[config.mk]
export PLATFORM = sky130hd
export DESIGN_NAME = uart_rx
export DESIGN_NICKNAME = d
export VERILOG_FILES = /design/src/rtl/uart_rx.sv
export SDC_FILE = /design/constraint.sdc
export NUM_CORES = 1
export LEC_CHECK = 0
export ABC_AREA = 1
export ABC_CLOCK_PERIOD_IN_PS = 1400
export CAP_MARGIN = 15
export CORE_AREA = 2 2 60 62
export DETAILED_ROUTE_END_ITERATION = 8
export DIE_AREA = 0 0 62 64
export PLACE_DENSITY = 0.69
export SLEW_MARGIN = 20
export SYNTH_ARGS = -nofsm -noshare
export SYNTH_HDL_FRONTEND = slang
export SYNTH_SLANG_ARGS = --single-unit
[constraint.sdc]
create_clock -name clk -period 1.4 [get_ports clk]
set_clock_uncertainty 0.2 [all_clocks]
set_input_delay 0.28 -clock clk [delete_from_list [all_inputs] [get_ports clk]]
set_output_delay 0.28 -clock clk [all_outputs]
set_load 0.02 [all_outputs]
[src/rtl/uart_rx.sv]
// uart_rx: oversampling UART receiver with 2-flop input synchronizer and registered pulse outputs.
// Defining UART_RX_PARITY_EN adds a parity bit (sense set by PARITY_ODD) and enables parity_err.
module uart_rx #(
    parameter int DATA_WIDTH = 8,
    parameter int TIME       = 16,
    parameter int PARITY_ODD = 0
) (
    input  logic                  clk,
    input  logic                  reset,
    input  logic                  s_tick,
    input  logic                  rx,
    output logic [DATA_WIDTH-1:0] dout,
    output logic                  rx_done_tick,
    output logic                  frame_err,
    output logic                  parity_err
);
    localparam int TW = $clog2(TIME);
    localparam int BW = (DATA_WIDTH > 1) ? $clog2(DATA_WIDTH) : 1;
    localparam logic [TW-1:0] T_HALF = TW'(TIME / 2 - 1);
    localparam logic [TW-1:0] T_LAST = TW'(TIME - 1);
    localparam logic [BW-1:0] B_LAST = BW'(DATA_WIDTH - 1);

`ifdef UART_RX_PARITY_EN
    typedef enum logic [2:0] {IDLE, START, DATA, PARITY, STOP} state_t;
    logic par_bad;
`else
    typedef enum logic [2:0] {IDLE, START, DATA, STOP} state_t;
    assign parity_err = 1'b0;
`endif

    state_t                state;
    logic                  rx_m, rx_s, rx_prev;
    logic [TW-1:0]         tick_cnt;
    logic [BW-1:0]         bit_cnt;
    logic [DATA_WIDTH-1:0] shreg;

    // rx_prev gates the start edge so a held-low line (break) cannot re-trigger
    always_ff @(posedge clk or negedge reset) begin
        if (!reset) begin
            rx_m    <= 1'b1;
            rx_s    <= 1'b1;
            rx_prev <= 1'b1;
        end else begin
            rx_m    <= rx;
            rx_s    <= rx_m;
            rx_prev <= rx_s;
        end
    end

    always_ff @(posedge clk or negedge reset) begin
        if (!reset) begin
            state        <= IDLE;
            tick_cnt     <= '0;
            bit_cnt      <= '0;
            shreg        <= '0;
            dout         <= '0;
            rx_done_tick <= 1'b0;
            frame_err    <= 1'b0;
`ifdef UART_RX_PARITY_EN
            parity_err   <= 1'b0;
            par_bad      <= 1'b0;
`endif
        end else begin
            rx_done_tick <= 1'b0;
            frame_err    <= 1'b0;
`ifdef UART_RX_PARITY_EN
            parity_err   <= 1'b0;
`endif
            case (state)
                IDLE: begin
                    if (rx_prev && !rx_s) begin
                        state    <= START;
                        tick_cnt <= '0;
                    end
                end
                START: begin
                    if (s_tick) begin
                        if (tick_cnt == T_HALF) begin
                            tick_cnt <= '0;
                            bit_cnt  <= '0;
                            state    <= rx_s ? IDLE : DATA;
                        end else begin
                            tick_cnt <= tick_cnt + 1'b1;
                        end
                    end
                end
                DATA: begin
                    if (s_tick) begin
                        if (tick_cnt == T_LAST) begin
                            tick_cnt <= '0;
                            shreg    <= {rx_s, shreg[DATA_WIDTH-1:1]};
                            if (bit_cnt == B_LAST) begin
`ifdef UART_RX_PARITY_EN
                                state <= PARITY;
`else
                                state <= STOP;
`endif
                            end else begin
                                bit_cnt <= bit_cnt + 1'b1;
                            end
                        end else begin
                            tick_cnt <= tick_cnt + 1'b1;
                        end
                    end
                end
`ifdef UART_RX_PARITY_EN
                PARITY: begin
                    if (s_tick) begin
                        if (tick_cnt == T_LAST) begin
                            tick_cnt <= '0;
                            par_bad  <= ((^shreg) ^ rx_s) != PARITY_ODD[0];
                            state    <= STOP;
                        end else begin
                            tick_cnt <= tick_cnt + 1'b1;
                        end
                    end
                end
`endif
                STOP: begin
                    if (s_tick) begin
                        if (tick_cnt == T_LAST) begin
                            tick_cnt <= '0;
                            state    <= IDLE;
                            if (!rx_s) begin
                                frame_err <= 1'b1;
`ifdef UART_RX_PARITY_EN
                            end else if (par_bad) begin
                                parity_err <= 1'b1;
`endif
                            end else begin
                                dout         <= shreg;
                                rx_done_tick <= 1'b1;
                            end
                        end else begin
                            tick_cnt <= tick_cnt + 1'b1;
                        end
                    end
                end
                default: state <= IDLE;
            endcase
        end
    end
endmodule

# Word level (Yosys, flattened, before mapping)

Index checks and enable logic that the tools add are counted.

Bits in registers: 31
Input port bits: 4
Output and inout bits: 11
Logic and storage cells: 69

$add $sub $neg: 2
Equal/unequal tests: 16
Mux-type cells: 30
Reduce and logical (&&, ||, !) cells: 11

Operators with widths:

| kind                                                                    | count |
|---|---|
| 3-bit two-way mux                                                       | 13 |
| 4-bit two-way mux                                                       | 5 |
| 2-bit inequality test, second input constant                            | 9 |
| 3-bit one-hot mux with 4 select lines                                   | 1 |
| 4-bit one-hot mux with 3 select lines                                   | 1 |
| 1-bit two-way mux                                                       | 8 |
| 4-bit AND reduction                                                     | 2 |
| 8-bit AND reduction                                                     | 1 |
| 3-bit by 2-bit == test with 1-bit output, second input constant         | 2 |
| 3-bit one-hot mux with 2 select lines                                   | 1 |
| 6-bit AND reduction                                                     | 1 |
| 4-bit by 1-bit adder with 4-bit output, second input constant           | 1 |
| 4-bit by 3-bit == test with 1-bit output, second input constant         | 1 |
| 4-bit == test, second input constant                                    | 1 |
| 3-bit by 1-bit adder with 3-bit output, second input constant           | 1 |
| 3-bit by 1-bit == test with 1-bit output, second input constant         | 1 |
| 3-bit == test, second input constant                                    | 1 |
| 3-bit zero test                                                         | 1 |
| 3-bit AND reduction                                                     | 1 |
| 3-bit nonzero test                                                      | 1 |
| 2-bit two-way mux                                                       | 1 |
| 2-bit by 1-bit inequality test with 1-bit output, second input constant | 1 |
| 2-bit nonzero test                                                      | 1 |
| 2-bit OR reduction                                                      | 1 |
| 2 further kinds                                                         | 2 |

# Logic depth before layout (Yosys ltp)

Gate-level depths: netlist of run 1.

Depth in word-level cells: 5
Gate-level depth with buffers: 8
Mapped depth without buffers: 8

# Worst setup path before layout of run 1

No wires, ideal clock.

Path type: register to register
Start point: register bit_cnt[0]
End point: register bit_cnt[0]
Library setup time: 0.120 ns
Arrival: 1.202 ns
Data required time: 1.080 ns
Setup slack: -0.122 ns
Cell stages (with the launch flop): 8
Buffers on the path: 0
Period minus slack after synthesis: 1.522 ns
Path through: dfrtp_1 ha_1 ha_1 nand3b_1 nand2_2 nand2_2 o21ai_1 nand2_1

Cells in the longest elaborated chain, start to end: 5
Elaborated cells between the ends (all ways): 8
Those cells by class: 1 x add/sub; 2 x eq/ne; 4 x mux; 1 x reduce/logical

Ends and longest elaborated chain:

| what                                   | RTL line | text |
|---|---|---|
| start: declaration                     | 34       | `logic [BW-1:0] bit_cnt;` |
| start signal: assignment               | 99       | `bit_cnt <= bit_cnt + 1'b1;` |
| 3-bit by 1-bit adder with 3-bit output | 99       |  |
| 3-bit two-way mux                      | 92       | `if (bit_cnt == B_LAST) begin` |
| 3-bit two-way mux                      | 89       | `if (tick_cnt == T_LAST) begin` |
| 3-bit two-way mux                      | 88       | `if (s_tick) begin` |
| 3-bit one-hot mux with 2 select lines  | 69       | `case (state)` |

Parallel ways exist; a longest one is shown, timed or not. The select of a mux whose other input is x is not followed.
A chain may end at the register's enable or synchronous reset.

# Final worst setup path of run 1

Start point: register bit_cnt[0]
End point: register bit_cnt[1]

Same word-level chain as after synthesis.

==> metrics.txt, run 1 <==
Reg power frac=41.9%; Clock Path Buffers=2; GPL Wtd Cong=0.9520; Die Area=0.003968 mm2; n_diodes=0; DP HPWL=2044 um; GRT Resource Usage Total=17.20%; crit path buf inv count=0; setup ws final=-0.1792 ns; 1st-iter DRT viols=56; initial antenna violation count=0; Syn Inst Count=151; Final Cycle Share=112.8%; Worst EP required=1.42 ns; Int Power=1.538 mW; CTS H-tree lvls=2; final WL=3036 um; M2 GR Usage=27.21%; worst-path cell chain=ha_2 > ha_4 > nand3b_1 > nand2_2 > nand2_4 > o21ai_1 > nand2_1; Post-DRT Antenna Nets=0; Core Area=0.003284 mm2; largest net degree at the start of global routing=20; # port buffers=13; Worst Setup End Kind=register; Area growth syn-to-layout=39.31%; IO Count=15; CTS tree=done; GR Layer Usage met3=4.251%; clock latency on the worst-skew pair=0.34 ns; worst vdd ir=0.4633 mV; Sw Ratio=38.48%; fillers=271; combinational power share=38.5%; startpoint class of the critical path=register; Peak Freq=633.2 MHz; global-route wire length before repair=4995 um; mapped cell area=0.001458 mm2; Hold Fails Final Rpt=0; CP Max Fanout=4; via count=1154; clk slew on worst S/H paths=0.09 ns; Clk pwr share=19.6%; sequential fraction of the synthesis area=51.76%; MaxCap Viol Count=0; max-slew violation count=0; clock sink count=30; pre-CTS setup slack=-0.3631 ns; PwrDens=1231 mW/mm2; Synth Warn #=0; root buffer cell=clkbuf_4; final worst path period need=1.579 ns; Via-to-Cell Ratio=4.691; Routed WL per cell=12.34 um; DP Cell Count=222; RSZ-0062 raised after global routing=true; most frequent cells in the layout=buf_4 (26), dfrtp_1 (25), nand2_1 (22), nand2_2 (21), o21ai_2 (18); FF+latch count, synth=30; hold slack=0.07900 ns; Top Family by Delay on Critical Path=simple AND/OR/NAND/NOR gates; Top Usage Layer GRT=met2; CTS buffer count=5; synth unique cells=26; TNS Setup=-3.003 ns; arrival time of the worst setup path=1.60 ns; CP peak stage delay=0.39 ns; Final #Nets=206; row cnt=21; Layout Cells excl Fill=246; Hold Crit Class=in -> async; gr ovfl total=0; Worst path slowest cell=dfrtp_1; Avg Cell Area, Syn=9.653 um2; Initial Util=44.38%; endpoints failing setup=24; Die W=62 um; GR Util met1=20.29%; Leakage=0.9770 nW; Die H=64 um; number of global-route vias before repair=1192; share of layout cells above drive strength 1=58.00%; failing checks=negative setup slack; DRC viols=0; critical path type=reg -> reg; Syn Nets=158; switching power total=0.9617 mW; router iterations before antenna repair=4; most common cell after layout, fill and taps aside=buf_4; outcome=finished with violations
==> registers in the layout, summed over array words and instances, names as in the netlist, 2 cells and up <==
register,cells
dout,8
shreg,8
tick_cnt,4
bit_cnt,3
state,2
==> synth_stat cells (all sizes together) <==
cell type / number / area [um2]
nand2: 46 / 207.7
dfrtp: 27 / 675.7
inv: 21 / 78.83
o21ai: 21 / 161.4
nor2: 10 / 65.06
nand3: 8 / 52.55
buf: 3 / 30.03
dfstp: 3 / 78.83
ha: 3 / 37.54
a21oi: 2 / 10.01
a22o: 1 / 8.760
clkinv: 1 / 3.750
conb: 1 / 3.750
nand3b: 1 / 7.510
nand4: 1 / 21.27
nor4: 1 / 6.260
xor2: 1 / 8.760
==> cell families (layout without fill, tap and decap cells) <==
family	Yosys count	count (layout)	synth area share, %
and+or+nand+nor	67	68	24.72
buffers and inverters	25	73	7.725
DFF	30	30	51.76
other	1	1	0.2573
xor gates and xnor gates	1	1	0.6010
adders and majority gates	3	3	2.575
AOI/OAI and AO/OA	24	24	12.36
==> what timing repair did <==
| item | 4_1_cts | 5_1_grt |
|---|---|---|
| setup endpoints to repair | 34 | 33 |
| hold buffers | 0 | 0 |
| setup buffers | 4 | 11 |
| pin swaps | 5 | 10 |
| cloned | 1 | 0 |
| gates resized for setup | 57 | 21 |
| endpoints found under the hold margin | 0 | 0 |
==> path summary, 6_finish.rpt <==
check                                         end  cells past startpoint  slack (ns)                    from
hold reg to reg                    rx_s$_DFF_PN1_                      0        0.16          rx_m$_DFF_PN1_
setup / recovery           bit_cnt[1]$_DFFE_PN0P_                      7       -0.18  bit_cnt[0]$_DFFE_PN0P_
setup reg to reg           bit_cnt[1]$_DFFE_PN0P_                      7       -0.18  bit_cnt[0]$_DFFE_PN0P_
max in group asynchronous          rx_m$_DFF_PN1_                      2        0.69                   reset
hold / removal               state[0]$_DFFE_PN0P_                      2        0.08                   reset
min in group clk                   rx_m$_DFF_PN1_                      1        0.15                      rx
==> per-stage QoR <==
| step | utilization (%) | cell area (um2) | total power, mW |
|---|---|---|---|
| 4_1_cts | 57.18 | 1878 | 2.383 |
| 2_1_floorplan | - | 1470 | 1.549 |
| 5_1_grt | 61.83 | 2031 | 2.666 |
| 3_5_place_dp | 53.75 | 1765 | 1.812 |
| 3_3_place_gp | 53.75 | 1765 | 1.757 |
| 6_report | 61.83 | 2031 | 2.499 |
==> power by group through the flow <==
stage	clock network (mW)	logic [mW]	registers [mW]
global route	0.547	1.06	1.06
finish	0.489	0.962	1.05
detailed placement	0	0.762	1.05
global placement	0	0.713	1.04
CTS	0.506	0.832	1.04
floorplan	0	0.511	1.04
==> metal layers <==
layer	vias up	routed length, um
li1	575	-
met1	550	1260
met2	22	1576
met3	7	106
met4	0	93
met5	-	0
==> layout make-up <==
type / count / area, um2 / share of cell area [%]
clock buffers: 6 / 41.29 / 2.033
clock inverters: 2 / 10.01 / 0.4929
inverters: 22 / 86.33 / 4.251
multi-input cells: 97 / 706.9 / 34.81
flip-flops and latches: 30 / 757.0 / 37.28
well taps: 46 / 57.56 / 2.834
repair buffers: 43 / 371.6 / 18.30
Power figures use the tool's default switching activity.
==> inputs of run 2 (changes only) <==
Settings changed: CTS_CLUSTER_DIAMETER from default to 200, MAX_ROUTING_LAYER from default to met4.
==> run 2 against run 1 <==
  * Largest cell class unchanged
  * The run still ends with negative setup slack left
  * Die area is the same
  * Critical path type unchanged
  * Global-route usage grew 0.15 points
  * Sequential power is essentially flat
  * Via count shrank 1.1%
  * Worst hold slack lost 0.00067 ns
  * First-iteration DRC count shrank 1.8%
  * Critical endpoint is now bit_cnt[2]$_DFFE_PN0P_
  * Non-clock buffer count shrank 6
  * Clock power shrank 4%
  * Routed wire length shrank 2.3%
==> metrics.txt, run 2 (synthesized netlist as in run 1, its figures left out) <==
outcome=finished with violations (unchanged); failing checks=negative setup slack (unchanged); Hold Fails Final Rpt=0 (unchanged); clock sink count=30 (unchanged); Power, Total=2.388 mW (was 2.499 mW); number of global-route vias before repair=1125 (was 1192); # port buffers=13 (unchanged); PwrDens=1181 mW/mm2 (was 1231 mW/mm2); largest net degree at the start of global routing=20 (unchanged); arrival time of the worst setup path=1.59 ns (was 1.60 ns); Top Registers=dout x8, shreg x8, tick_cnt x4 (unchanged); CP Max Fanout=4 (unchanged); gr ovfl total=0 (unchanged); n_diodes=0 (unchanged); Worst Setup End Kind=register (unchanged); CTS H-tree lvls=2 (unchanged); Leakage=0.9560 nW (was 0.9770 nW); global-route wire length before repair=4899 um (was 4995 um); fillers=280 (was 271); endpoints failing setup=24 (unchanged); most frequent cells in the layout=dfrtp_1 (25), nand2_1 (20), buf_4 (20), nand2_2 (16), o21ai_2 (16) (was buf_4 (26), dfrtp_1 (25), nand2_1 (22), nand2_2 (21), o21ai_2 (18)); row cnt=21 (unchanged); RSZ-0062 raised after global routing=true (unchanged); worst vdd ir=0.4727 mV (was 0.4633 mV); clock latency on the worst-skew pair=0.32 ns (was 0.34 ns); critical path type=reg -> reg (unchanged); Routed WL per cell=12.41 um (was 12.34 um); max-slew violation count=0 (unchanged); via count=1141 (was 1154); DRC viols=0 (unchanged); Clock Path Buffers=2 (unchanged); GRT Resource Usage Total=17.35% (was 17.20%); clk slew on worst S/H paths=0.09 ns (about the same); Peak Freq=636.5 MHz (was 633.2 MHz); router iterations before antenna repair=4 (unchanged); Final Cycle Share=112.2% (was 112.8%); DP HPWL=1964 um (was 2044 um); Final #Nets=200 (was 206); share of layout cells above drive strength 1=57.51% (was 58.00%); Die W=62 um (unchanged); Die Area=0.003968 mm2 (unchanged); initial antenna violation count=0 (unchanged); MaxCap Viol Count=0 (unchanged); Initial Util=44.38% (unchanged); Hold Crit Class=in -> async (unchanged); root buffer cell=clkbuf_4 (unchanged); Post-DRT Antenna Nets=0 (unchanged); CTS buffer count=5 (unchanged); Worst EP required=1.42 ns (about the same); IO Count=15 (unchanged); Core Area=0.003284 mm2 (unchanged); Die H=64 um (unchanged); final WL=2965 um (was 3036 um); Final Util=61.56% (was 61.83%); GPL Wtd Cong=0.9680 (was 0.9520); CTS tree=done (unchanged); 1st-iter DRT viols=55 (was 56); final worst path period need=1.571 ns (was 1.579 ns); most common cell after layout, fill and taps aside=dfrtp_1 (was buf_4); Area growth syn-to-layout=38.71% (was 39.31%); FF-to-FF setup slack=-0.17 ns (was -0.18 ns); setup ws final=-0.1711 ns (was -0.1792 ns); startpoint class of the critical path=register (unchanged); Via-to-Cell Ratio=4.774 (was 4.691)
## run 2: per-layer routing
layer  wire length, um  up-vias  GRT usage, %
met5                 0        -             -
met4                83        0         8.777
met3                93        9         4.251
met2              1548       21         27.08
met1              1240      548         20.23
li1                  -      563             -
## run 2: stage by stage
step                      area, um2  instances  setup WS (ns)  hold slack [ns]  TNS (ns)
final                          2022        239        -0.1711          0.07832    -3.099
after global routing           2022        239        -0.2475          0.08860    -4.997
after CTS                      1862        233        -0.1795          0.08059    -3.153
after detailed placement       1765        222        -0.3696           0.1503    -6.901
after global placement         1765        222        -0.3154           0.1467    -6.389
after floorplan                1470        151       -0.09916          -0.2156    -1.040
## run 2: area by class of cell
type | instances | area (um2) | area share, %
clock buffers | 5 | 37.54 | 1.856
clock inverters | 2 | 10.01 | 0.4950
inverters | 22 | 87.58 | 4.332
multi-input cells | 97 | 728.2 | 36.01
flip-flops and latches | 30 | 757.0 | 37.44
well taps | 46 | 57.56 | 2.847
repair buffers | 37 | 344.1 | 17.02
## run 2: path summary, 6_finish.rpt
check,from,end,cells after the start
worst max-delay path,bit_cnt[0]$_DFFE_PN0P_,bit_cnt[2]$_DFFE_PN0P_,7
worst min-delay path,reset,shreg[6]$_DFFE_PN0P_,2
worst max register to register,bit_cnt[0]$_DFFE_PN0P_,bit_cnt[2]$_DFFE_PN0P_,7
worst min register to register,rx_m$_DFF_PN1_,rx_s$_DFF_PN1_,0
max in group asynchronous,reset,dout[2]$_DFFE_PN0P_,2
min in group clk,rx,rx_m$_DFF_PN1_,1
## run 2: critical path, stage by stage, from the launching register on
cell,delay [ns]
dfrtp_1,0.39
ha_2,0.18
ha_2,0.15
nand3b_1,0.19
nand2_2,0.10
nand2_4,0.07
o21ai_1,0.12
nand2_1,0.06
## run 2: repair_timing
action,4_1_cts,5_1_grt
hold buffers,0,0
gates resized for setup,59,30
endpoints found under the setup margin,34,34
endpoints found under the hold margin,0,0
pin swaps,11,2
gates cloned,1,1
setup buffers,3,5
## run 2: report_power, final
part / leakage, nW / switching (mW) / internal [mW] / total, mW
clock: 0.0308 / 0.289 / 0.180 / 0.470
combinational: 0.523 / 0.511 / 0.349 / 0.860
sequential: 0.402 / 0.109 / 0.949 / 1.06
total: 0.956 / 0.910 / 1.48 / 2.39
==> inputs of run 3 (changes only) <==
Settings changed: ABC_CLOCK_PERIOD_IN_PS 1400 to 1600, PLACE_DENSITY 0.69 to 0.67, REMOVE_ABC_BUFFERS from default to 1.
Clock period 1.4 ns to 1.6 ns, I/O delays scaled along.
==> run 3 against run 2 <==
  * The flow now finishes without violations
  * Final cell count decreased by 3.8%
  * Core utilization decreased by 2.6 points
  * Final area decreased by 4.2%
  * Largest power group unchanged
  * Routed wire length decreased by 3.7%
  * First-iteration DRC count decreased by 60%
  * Sequential power decreased by 13%
  * Sequential share of layout area increased by 1.6 points
  * Total power decreased by 12%
  * Worst hold slack improved by 0.039 ns
  * Register-to-register slack improved by 0.18 ns
  * Non-clock buffer count decreased by 10
==> metrics.txt, run 3 (synthesized netlist as in run 1, its figures left out) <==
DP HPWL=1827 um (was 1964 um); Power, Total=2.090 mW (was 2.388 mW); Top Registers=dout x8, shreg x8, tick_cnt x4 (unchanged); Die H=64 um (unchanged); RSZ-0062 raised after global routing=true (unchanged); CTS tree=done (unchanged); Peak Freq=628.6 MHz (was 636.5 MHz); CTS H-tree lvls=2 (unchanged); Core Area=0.003284 mm2 (unchanged); CP Max Fanout=4 (unchanged); hold slack=0.1174 ns (was 0.07832 ns); Reg power frac=44.1% (was 44.3%); final worst path period need=1.591 ns (was 1.571 ns); GPL Wtd Cong=0.7546 (was 0.9680); number of global-route vias before repair=1153 (was 1125); # port buffers=13 (unchanged); n_diodes=0 (unchanged); reg2reg end=bit_cnt[1]$_DFFE_PN0P_ (was bit_cnt[2]$_DFFE_PN0P_); Leakage=0.9110 nW (was 0.9560 nW); switching power total=0.8017 mW (was 0.9103 mW); gr ovfl total=0 (unchanged); final WL=2855 um (was 2965 um); via count=1097 (was 1141); IO Count=15 (unchanged); most common cell after layout, fill and taps aside=dfrtp_1 (unchanged); startpoint class of the critical path=register (unchanged); Worst Setup End Kind=register (unchanged); Die Area=0.003968 mm2 (unchanged); Routed WL per cell=12.41 um (about the same); Worst EP required=1.64 ns (was 1.42 ns); Clock Path Buffers=2 (unchanged); Final #Nets=190 (was 200); Hold Crit Class=in -> async (unchanged); largest net degree at the start of global routing=31 (was 20); Final Util=58.97% (was 61.56%); root buffer cell=clkbuf_4 (unchanged); Worst Setup EP=bit_cnt[1]$_DFFE_PN0P_ (was bit_cnt[2]$_DFFE_PN0P_); Initial Util=44.38% (unchanged); share of layout cells above drive strength 1=49.46% (was 57.51%); most frequent cells in the layout=dfrtp_1 (25), nand2_1 (21), nand2_2 (18), o21ai_2 (18), inv_1 (16) (was dfrtp_1 (25), nand2_1 (20), buf_4 (20), nand2_2 (16), o21ai_2 (16)); arrival time of the worst setup path=1.63 ns (was 1.59 ns); Clk pwr share=23.7% (was 19.7%); # hold bufs at CTS=0 (unchanged); reg2reg start=bit_cnt[1]$_DFFE_PN0P_ (was bit_cnt[0]$_DFFE_PN0P_); Int Power=1.288 mW (was 1.478 mW); worst vdd ir=0.7330 mV (was 0.4727 mV); critical path type=reg -> reg (unchanged); Sw Ratio=38.36% (was 38.12%); Worst R2R Path Depth=7 (unchanged); endpoints failing setup=0 (was 24); Die W=62 um (unchanged); outcome=completed (was finished with violations); MaxCap Viol Count=0 (unchanged); row cnt=21 (unchanged); combinational power share=32.2% (was 36.0%); max-slew violation count=0 (unchanged); Hold Fails Final Rpt=0 (unchanged); Via-to-Cell Ratio=4.770 (was 4.774); GRT Resource Usage Total=18.01% (was 17.35%); FF-to-FF setup slack=0.009 ns (was -0.17 ns); Final Cycle Share=99.43% (was 112.2%); DRC viols=0 (unchanged); initial antenna violation count=0 (unchanged); clock latency on the worst-skew pair=0.34 ns (was 0.32 ns); 1st-iter DRT viols=22 (was 55); clock sink count=30 (unchanged); CTS buffer count=5 (unchanged); CP Launch Point=bit_cnt[1]$_DFFE_PN0P_ (was bit_cnt[0]$_DFFE_PN0P_); Post-DRT Antenna Nets=0 (unchanged); PwrDens=1079 mW/mm2 (was 1181 mW/mm2); router iterations before antenna repair=4 (unchanged); global-route wire length before repair=5064 um (was 4899 um); Area growth syn-to-layout=32.88% (was 38.71%); clk slew on worst S/H paths=0.10 ns (was 0.09 ns)
run 3: cell count changes in the layout (fill, tap and decap cells not counted), sizes merged, moves of 2 or more:
| cell | before | now |
|---|---|---|
| dlygate4sd2 | 0 | 2 |
| clkdlybuf4s15 | 0 | 4 |
| buf | 33 | 13 |
| clkbuf | 6 | 11 |
run 3: layer usage:
metal / global-route usage (%) / wire [um] / vias up / share of wire [%]
li1: - / - / 548 / -
met1: 21.55 / 1223 / 521 / 43
met2: 26.95 / 1461 / 19 / 51
met3: 6.883 / 102 / 9 / 3.6
met4: 7.181 / 68 / 0 / 2.4
met5: - / 0 / - / 0
run 3: layout make-up:
class | count | area (um2)
clock inverter | 2 | 12.51
clock buffer | 6 | 51.30
timing repair buffer | 27 | 261.5
fill | 273 | 1348
inverter | 22 | 87.58
multi-input combinational | 97 | 709.4
sequential | 30 | 757.0
tap | 46 | 57.56
run 3: worst min path at each step:
| stage | start | to | slack [ns] | depth (start not counted) |
|---|---|---|---|---|
| 6_report | reset | bit_cnt[2]$_DFFE_PN0P_ | 0.12 | 2 |
| 5_1_grt | reset | bit_cnt[0]$_DFFE_PN0P_ | 0.15 | 2 |
| 4_1_cts | reset | state[0]$_DFFE_PN0P_ | 0.12 | 2 |
| 3_5_place_dp | rx_m$_DFF_PN1_ | rx_s$_DFF_PN1_ | 0.15 | 0 |
| 2_1_floorplan | reset | bit_cnt[0]$_DFFE_PN0P_ | -0.18 | 0 |
| 3_3_place_gp | rx_m$_DFF_PN1_ | rx_s$_DFF_PN1_ | 0.15 | 0 |
run 3: stage by stage:
step	worst slack, ns	TNS [ns]	instances	cell area (um2)
after CTS	0.002043	0	229	1836
after floorplan	0.06801	0	148	1428
final	0.009167	0	230	1937
after global placement	-0.1637	-2.641	214	1693
after detailed placement	-0.2120	-3.563	214	1693
after global routing	-0.1045	-1.023	230	1937
run 3: power by group through the flow:
stage / clock, mW / combinational [mW] / sequential [mW]
4_1_cts: 0.505 / 0.662 / 0.915
3_3_place_gp: 0 / 0.551 / 0.918
3_5_place_dp: 0 / 0.581 / 0.923
6_report: 0.496 / 0.673 / 0.921
2_1_floorplan: 0 / 0.436 / 0.907
5_1_grt: 0.545 / 0.758 / 0.935
run 3: timing repair:
item	CTS	global route
endpoints found under the setup margin	29	31
pin swaps	3	9
gates cloned	1	1
resized for setup	18	39
buffers inserted	6	0
run 3: worst max-delay path, cell delays in order, from the launching register on:
cell and delay, ns:
dfrtp_1 0.39, ha_2 0.20, ha_4 0.14, nand3b_1 0.18, nand2_2 0.10, nand2_4 0.08
o21ai_2 0.14, nand2_1 0.06
